**config.mk**
```make
export PLATFORM = sky130hd
export DESIGN_NAME = paddle_step_decoder
export DESIGN_NICKNAME = d
export VERILOG_FILES = /design/src/rtl/paddle_step_pkg.sv /design/src/rtl/paddle_step_channel.sv /design/src/rtl/paddle_step_decoder.sv
export SDC_FILE = /design/constraint.sdc
export NUM_CORES = 1
export LEC_CHECK = 0
export BUFFER_PORTS_ARGS = -buffer_cell sky130_fd_sc_hd__buf_4
export CORE_MARGIN = 2
export CORE_UTILIZATION = 40
export CTS_CLUSTER_SIZE = 24
export DETAILED_ROUTE_END_ITERATION = 10
export PLACE_DENSITY = 0.57
export SLEW_MARGIN = 20
export SYNTH_ARGS = -nofsm -noshare
export SYNTH_HDL_FRONTEND = slang
export SYNTH_SLANG_ARGS = --single-unit
```
**constraint.sdc**
```tcl
create_clock -name clk -period 2.8 [get_ports clk]
set_input_delay 0.14 -clock clk [delete_from_list [all_inputs] [get_ports clk]]
set_output_delay 0.14 -clock clk [all_outputs]
set_load 0.02 [all_outputs]
```
**src/rtl/paddle_step_pkg.sv**
```systemverilog
`default_nettype none
// ============================================================================
//  Module      : paddle_step_pkg
//  Description : Shared types and helpers for the paddle step decoder.
//                - channel FSM state encoding
//                - default position count and debounce length
//                - mod_delta(): forward distance from prev to cand on a ring
//                  of num_pos positions
//  Revision    : 1.0 - initial release
// ============================================================================
package paddle_step_pkg;

    typedef enum logic [1:0] {
        INIT   = 2'd0,
        IDLE   = 2'd1,
        SETTLE = 2'd2
    } step_state_e;

    localparam int c_DEF_NUM_POS      = 3;
    localparam int c_DEF_DEBOUNCE_CYC = 4;

    // Forward distance from prev to cand, modulo num_pos. Both operands are
    // assumed to be legal positions (< num_pos). The wrap branch adds num_pos
    // before subtracting so the intermediate never goes negative; the result
    // is always below num_pos and so fits in the caller's POS_W+1 bits.
    function automatic logic [31:0] mod_delta(input logic [31:0] cand,
                                              input logic [31:0] prev,
                                              input logic [31:0] num_pos);
        if (cand >= prev) begin
            return cand - prev;
        end
        return cand + num_pos - prev;
    endfunction

endpackage
`default_nettype wire

```
**src/rtl/paddle_step_channel.sv**
```systemverilog
`default_nettype none
// ============================================================================
//  Module      : paddle_step_channel
//  Description : One switch channel: two-flop synchroniser, debounce FSM and
//                wrap-around direction decoder.
//  Ports       : clk       - system clock
//                rst       - synchronous active-high reset
//                en        - enables left/right/skip pulses
//                in_p      - raw switch code for this channel
//                left_op   - one-cycle left step pulse
//                right_op  - one-cycle right step pulse
//                skip_err  - one-cycle pulse, accepted code jumped > 1 step
//                bad_code  - one-cycle pulse, debounced code >= NUM_POS
//  Revision    : 1.0 - initial release
// ============================================================================
module paddle_step_channel
    import paddle_step_pkg::*;
#(
    parameter int NUM_POS      = c_DEF_NUM_POS,
    parameter int POS_W        = 2,
    parameter int DEBOUNCE_CYC = c_DEF_DEBOUNCE_CYC
) (
    input  logic             clk,
    input  logic             rst,
    input  logic             en,
    input  logic [POS_W-1:0] in_p,
    output logic             left_op,
    output logic             right_op,
    output logic             skip_err,
    output logic             bad_code
);

    // Counter must also hold DEBOUNCE_CYC, used as a "reported" marker in INIT.
    localparam int c_CNT_W = $clog2(DEBOUNCE_CYC + 1);
    localparam int c_DW    = POS_W + 1;

    localparam logic [c_CNT_W-1:0] c_CNT_ZERO = '0;
    localparam logic [c_CNT_W-1:0] c_CNT_ONE  = c_CNT_W'(1);
    localparam logic [c_CNT_W-1:0] c_CNT_LAST = c_CNT_W'(DEBOUNCE_CYC - 1);
    localparam logic [c_CNT_W-1:0] c_CNT_PARK = c_CNT_W'(DEBOUNCE_CYC);
    localparam logic [c_DW-1:0]    c_D_ONE    = c_DW'(1);
    localparam logic [c_DW-1:0]    c_D_BACK   = c_DW'(NUM_POS - 1);
    localparam logic [c_DW-1:0]    c_D_NPOS   = c_DW'(NUM_POS);

    step_state_e        r_state;
    logic [POS_W-1:0]   r_sync1;
    logic [POS_W-1:0]   r_sync2;
    logic [POS_W-1:0]   r_cand;
    logic [POS_W-1:0]   r_stable;
    logic [c_CNT_W-1:0] r_cnt;

    logic [c_DW-1:0]    w_delta;
    logic               w_cand_bad;

    assign w_cand_bad = ({1'b0, r_cand} >= c_D_NPOS);
    assign w_delta    = c_DW'(mod_delta(32'(r_cand), 32'(r_stable), 32'(NUM_POS)));

    always_ff @(posedge clk) begin
        if (rst) begin
            r_state  <= INIT;
            r_sync1  <= '0;
            r_sync2  <= '0;
            r_cand   <= '0;
            r_stable <= '0;
            r_cnt    <= c_CNT_ZERO;
            left_op  <= 1'b0;
            right_op <= 1'b0;
            skip_err <= 1'b0;
            bad_code <= 1'b0;
        end else begin
            r_sync1  <= in_p;
            r_sync2  <= r_sync1;
            left_op  <= 1'b0;
            right_op <= 1'b0;
            skip_err <= 1'b0;
            bad_code <= 1'b0;

            case (r_state)
                INIT: begin
                    if (r_sync2 != r_cand) begin
                        r_cand <= r_sync2;
                        r_cnt  <= c_CNT_ZERO;
                    end else if (r_cnt == c_CNT_LAST) begin
                        if (w_cand_bad) begin
                            // Report once, then park until the code changes.
                            bad_code <= 1'b1;
                            r_cnt    <= c_CNT_PARK;
                        end else begin
                            // Power-up position is adopted silently.
                            r_stable <= r_cand;
                            r_state  <= IDLE;
                        end
                    end else if (r_cnt < c_CNT_LAST) begin
                        r_cnt <= r_cnt + c_CNT_ONE;
                    end
                end

                IDLE: begin
                    if (r_sync2 != r_stable) begin
                        r_cand  <= r_sync2;
                        r_cnt   <= c_CNT_ZERO;
                        r_state <= SETTLE;
                    end
                end

                SETTLE: begin
                    if (r_sync2 == r_stable) begin
                        r_state <= IDLE;
                    end else if (r_sync2 != r_cand) begin
                        r_cand <= r_sync2;
                        r_cnt  <= c_CNT_ZERO;
                    end else if (r_cnt == c_CNT_LAST) begin
                        r_state <= IDLE;
                        if (w_cand_bad) begin
                            bad_code <= 1'b1;
                        end else begin
                            // Stable position tracks even while en is low.
                            r_stable <= r_cand;
                            if (w_delta == c_D_ONE) begin
                                right_op <= en;
                            end else if (w_delta == c_D_BACK) begin
                                left_op  <= en;
                            end else begin
                                skip_err <= en;
                            end
                        end
                    end else begin
                        r_cnt <= r_cnt + c_CNT_ONE;
                    end
                end

                default: begin
                    r_state <= INIT;
                end
            endcase
        end
    end

endmodule
`default_nettype wire

```
**src/rtl/paddle_step_decoder.sv**
```systemverilog
`default_nettype none
// ============================================================================
//  Module      : paddle_step_decoder
//  Description : Multi-channel rotary/dip-switch step decoder. Each channel
//                debounces its position code and emits one-cycle left/right
//                step pulses with wrap-around direction logic, plus skipped-
//                position and invalid-code error pulses.
//  Ports       : clk       - system clock
//                rst       - synchronous active-high reset
//                en        - enables step and skip pulses
//                in_p      - raw codes, channel c at [c*POS_W +: POS_W]
//                left_op   - per-channel left step pulse
//                right_op  - per-channel right step pulse
//                skip_err  - per-channel skipped-position pulse
//                bad_code  - per-channel invalid-code pulse
//  Revision    : 1.0 - initial release
// ============================================================================
module paddle_step_decoder
    import paddle_step_pkg::*;
#(
    parameter int CH           = 2,
    parameter int NUM_POS      = c_DEF_NUM_POS,
    parameter int POS_W        = 2,
    parameter int DEBOUNCE_CYC = c_DEF_DEBOUNCE_CYC
) (
    input  logic                clk,
    input  logic                rst,
    input  logic                en,
    input  logic [CH*POS_W-1:0] in_p,
    output logic [CH-1:0]       left_op,
    output logic [CH-1:0]       right_op,
    output logic [CH-1:0]       skip_err,
    output logic [CH-1:0]       bad_code
);

    for (genvar c = 0; c < CH; c++) begin : g_ch
        paddle_step_channel #(
            .NUM_POS      (NUM_POS),
            .POS_W        (POS_W),
            .DEBOUNCE_CYC (DEBOUNCE_CYC)
        ) u_channel (
            .clk      (clk),
            .rst      (rst),
            .en       (en),
            .in_p     (in_p[c*POS_W +: POS_W]),
            .left_op  (left_op[c]),
            .right_op (right_op[c]),
            .skip_err (skip_err[c]),
            .bad_code (bad_code[c])
        );
    end

endmodule
`default_nettype wire

```
==> out/qor.txt <==
fin crit share -> 76.4%
PostCTS Resize Cnt -> 0
Power Density -> 606 mW/mm2
CP Data Arrival Time -> 2320 ps
Core Footprint -> 0.00504 mm2
DP Cell Count -> 303
Cells after Synth -> 231
Hold Fails Final Rpt -> 0
Power Internal -> 0.985 mW
initial DRC count -> 44
Die Y -> 75.9 um
die area -> 0.00576 mm2
Logic pwr share -> 26.7%
largest net degree at the start of global routing -> 35
hold_ws -> 62.9 ps
Diodes inserted -> 0
fmax -> 467 MHz
wire per inst -> 11.3 um
R2R depth -> 7
std cell rows -> 26
Pwr Total -> 1.39 mW
vias per cell -> 4.90
clk slew on worst S/H paths -> 70 ps
# H-tree levels -> 2
share of layout cells above drive strength 1 -> 12.1%
fillers -> 492
Detailed Routing Iterations Pass 1 -> 4
clk root buf -> clkbuf_8
postcts setup bufs -> 0
die width -> 75.9 um
P&R area growth vs syn -> 11.1%
Tmin final -> 2140 ps
post-synthesis sequential area ratio -> 32.9%
post-route setup slack -> 660 ps
Placer Congestion -> 0.767
most frequent cells in the layout -> 34 x dfxtp_1, 22 x inv_1, 22 x nor2_1, 18 x ha_1, 15 x nand2_1
Clk Latency, worst-skew pair -> 280 ps
Mapped Area -> 0.00207 mm2
commonest non-fill, non-tap cell in the layout -> dfxtp_1
Lkg Pwr -> 0.930 nW
status -> complete, no violations
Multi-input gate area -> 0.00123 mm2
Ports -> 15
initial antenna violation count -> 0
HP Class -> in2reg
worst vdd rail ir drop -> 0.000241 V
ys async rst share -> 0%
synthesized flop and latch total -> 34
type of the worst setup path -> reg2reg
IO buf count -> 14
routed via count -> 1519
Sequential Power Share -> 40.7%
CP startpoint kind -> flip-flop
GRT Util Overall -> 13.7%
maximum clock path buffer count -> 2
Max Slew Vio Count -> 0
Critical Path RT -> 2980 ps
final cell count without fillers -> 310
drc violations -> 0
slew margin rel. -> 53.7%
unrepaired setup endpoints after global routing -> no
actual slew at the worst max-slew pin -> 685 ps
Sw Share -> 29.2%
post-synth cell types -> 43
Reg area -> 681 um2
clock share of power -> 32.6%
total negative slack -> 0 ps
Clock Sinks -> 34
Max Cap Viol -> 0
Max Clock Skew -> 9.54 ps
first-pass GRT wire length -> 5.97 mm
WHS Path Cells -> 2
number of flops mapped to enable cells by yosys -> 0
P_sw -> 0.406 mW
CP Capture Type -> flip-flop
Mapped Nets -> 260
Synth Area per Inst -> 8.95 um2
number of global-route vias before repair -> 1379
antenna viol nets, final -> 0
Detail Placement HPWL -> 2.61 mm
crit-path max FO -> 6
grt total ovfl -> 0
final WL -> 3.50 mm
Initial Utilization -> 41.0%
total CTS buffers -> 5
hold buffer count at cts -> 0
pre-CTS WS -> 686 ps
final net count -> 269
predominant post-synthesis flop cell -> dfxtp_1
setup violators final -> 0
yosys warns -> 0
CTS tree -> yes
power by group through the flow:
stage / Clock (mW) / Sequential, mW / Combinational (mW)
after detailed placement: 0 / 0.577 / 0.372
after global placement: 0 / 0.576 / 0.371
final: 0.453 / 0.566 / 0.372
after global routing: 0.484 / 0.574 / 0.426
after floorplan: 0 / 0.567 / 0.312
after CTS: 0.470 / 0.566 / 0.375
state kept, by name (all words and copies together), names as in the netlist, 4 cells and up:
name                     flops
g_ch.u_channel.r_state       4
g_ch.u_channel.r_cand        4
g_ch.u_channel.r_cnt         6
g_ch.u_channel.r_stable      4
g_ch.u_channel.r_sync2       4
g_ch.u_channel.r_sync1       4
cells in the mapped netlist, types with 2 or more instances:
master     number  area [um2]
nor3b_1         2        15.0
dfxtp_1        34         681
fa_1            4        80.1
a2111oi_0       2        17.5
and2_1          4        25.0
nor3_1          5        25.0
nor2_1         22        82.6
or2_2           2        12.5
buf_4           8        60.1
a211o_1         2        17.5
inv_1          22        82.6
nand4_1         3        18.8
o21ai_0         2        10.0
nand2_1        15        56.3
mux2i_1        10         100
nand3_1         3        15.0
a21oi_1        13        65.1
nor2b_1        13        81.3
nor4_1          3        18.8
or3_1           2        12.5
a221oi_2        2        30.0
nand2b_1       10        62.6
xor2_1          4        35.0
o31ai_1         2        15.0
clkbuf_1        3        11.3
ha_1           18         225
nor4b_1         2        17.5
xnor2_1         4        35.0
kinds of logic after synthesis:
kind of cell	count (synthesis)	share of synthesized area (%)
AOI/OAI and AO/OA	34	13.3
xor gates and xnor gates	8	3.39
adders and majority gates	22	14.8
buffers and inverters	34	7.69
DFF	34	32.9
muxes	11	5.39
and+or+nand+nor	88	22.6
stage by stage:
step                      area (um2)  utilization [%]
final                           2300             45.5
after global routing            2300             45.5
after CTS                       2300             45.5
after detailed placement        2180             43.3
after global placement          2180             43.3
after floorplan                 2070                -
critical path, stage by stage, from the launching register on:
cell and delay (ps):
dfxtp_1 360, ha_1 190, ha_1 260, nor3b_1 250, a22oi_2 130, a222oi_1 520
nor2_1 80, a311oi_1 250
final timing paths:
kind	slack, ps	start	endpoint
max	660	g_ch[0].u_channel.r_cnt[0]$_SDFFE_PP0P_	g_ch[0].u_channel.r_state[0]$_SDFFE_PP0P_
min	60	in_p[3]	g_ch[1].u_channel.r_sync1[1]$_SDFF_PP0_
max reg2reg	660	g_ch[0].u_channel.r_cnt[0]$_SDFFE_PP0P_	g_ch[0].u_channel.r_state[0]$_SDFFE_PP0P_
min reg2reg	440	g_ch[0].u_channel.r_sync1[1]$_SDFF_PP0_	g_ch[0].u_channel.r_sync2[1]$_SDFF_PP0_
area by class of cell:
type                       instances  area share [%]
tap                               70            3.81
sequential                        34            29.6
timing repair buffer              14            4.58
clock inverter                     1            1.31
multi-input combinational        163            53.5
inverter                          22            3.60
clock buffer                       6            3.60
metal layers:
layer  part of all wire, %  vias to the layer above  GRT usage, %
li1                      -                      802             -
met1                    54                      690          18.9
met2                    42                       23          19.9
met3                   3.3                        4          4.76
met4                   1.3                        0          4.09
met5                     0                        -             0
No activity file was read; power rests on OpenSTA's default activity.
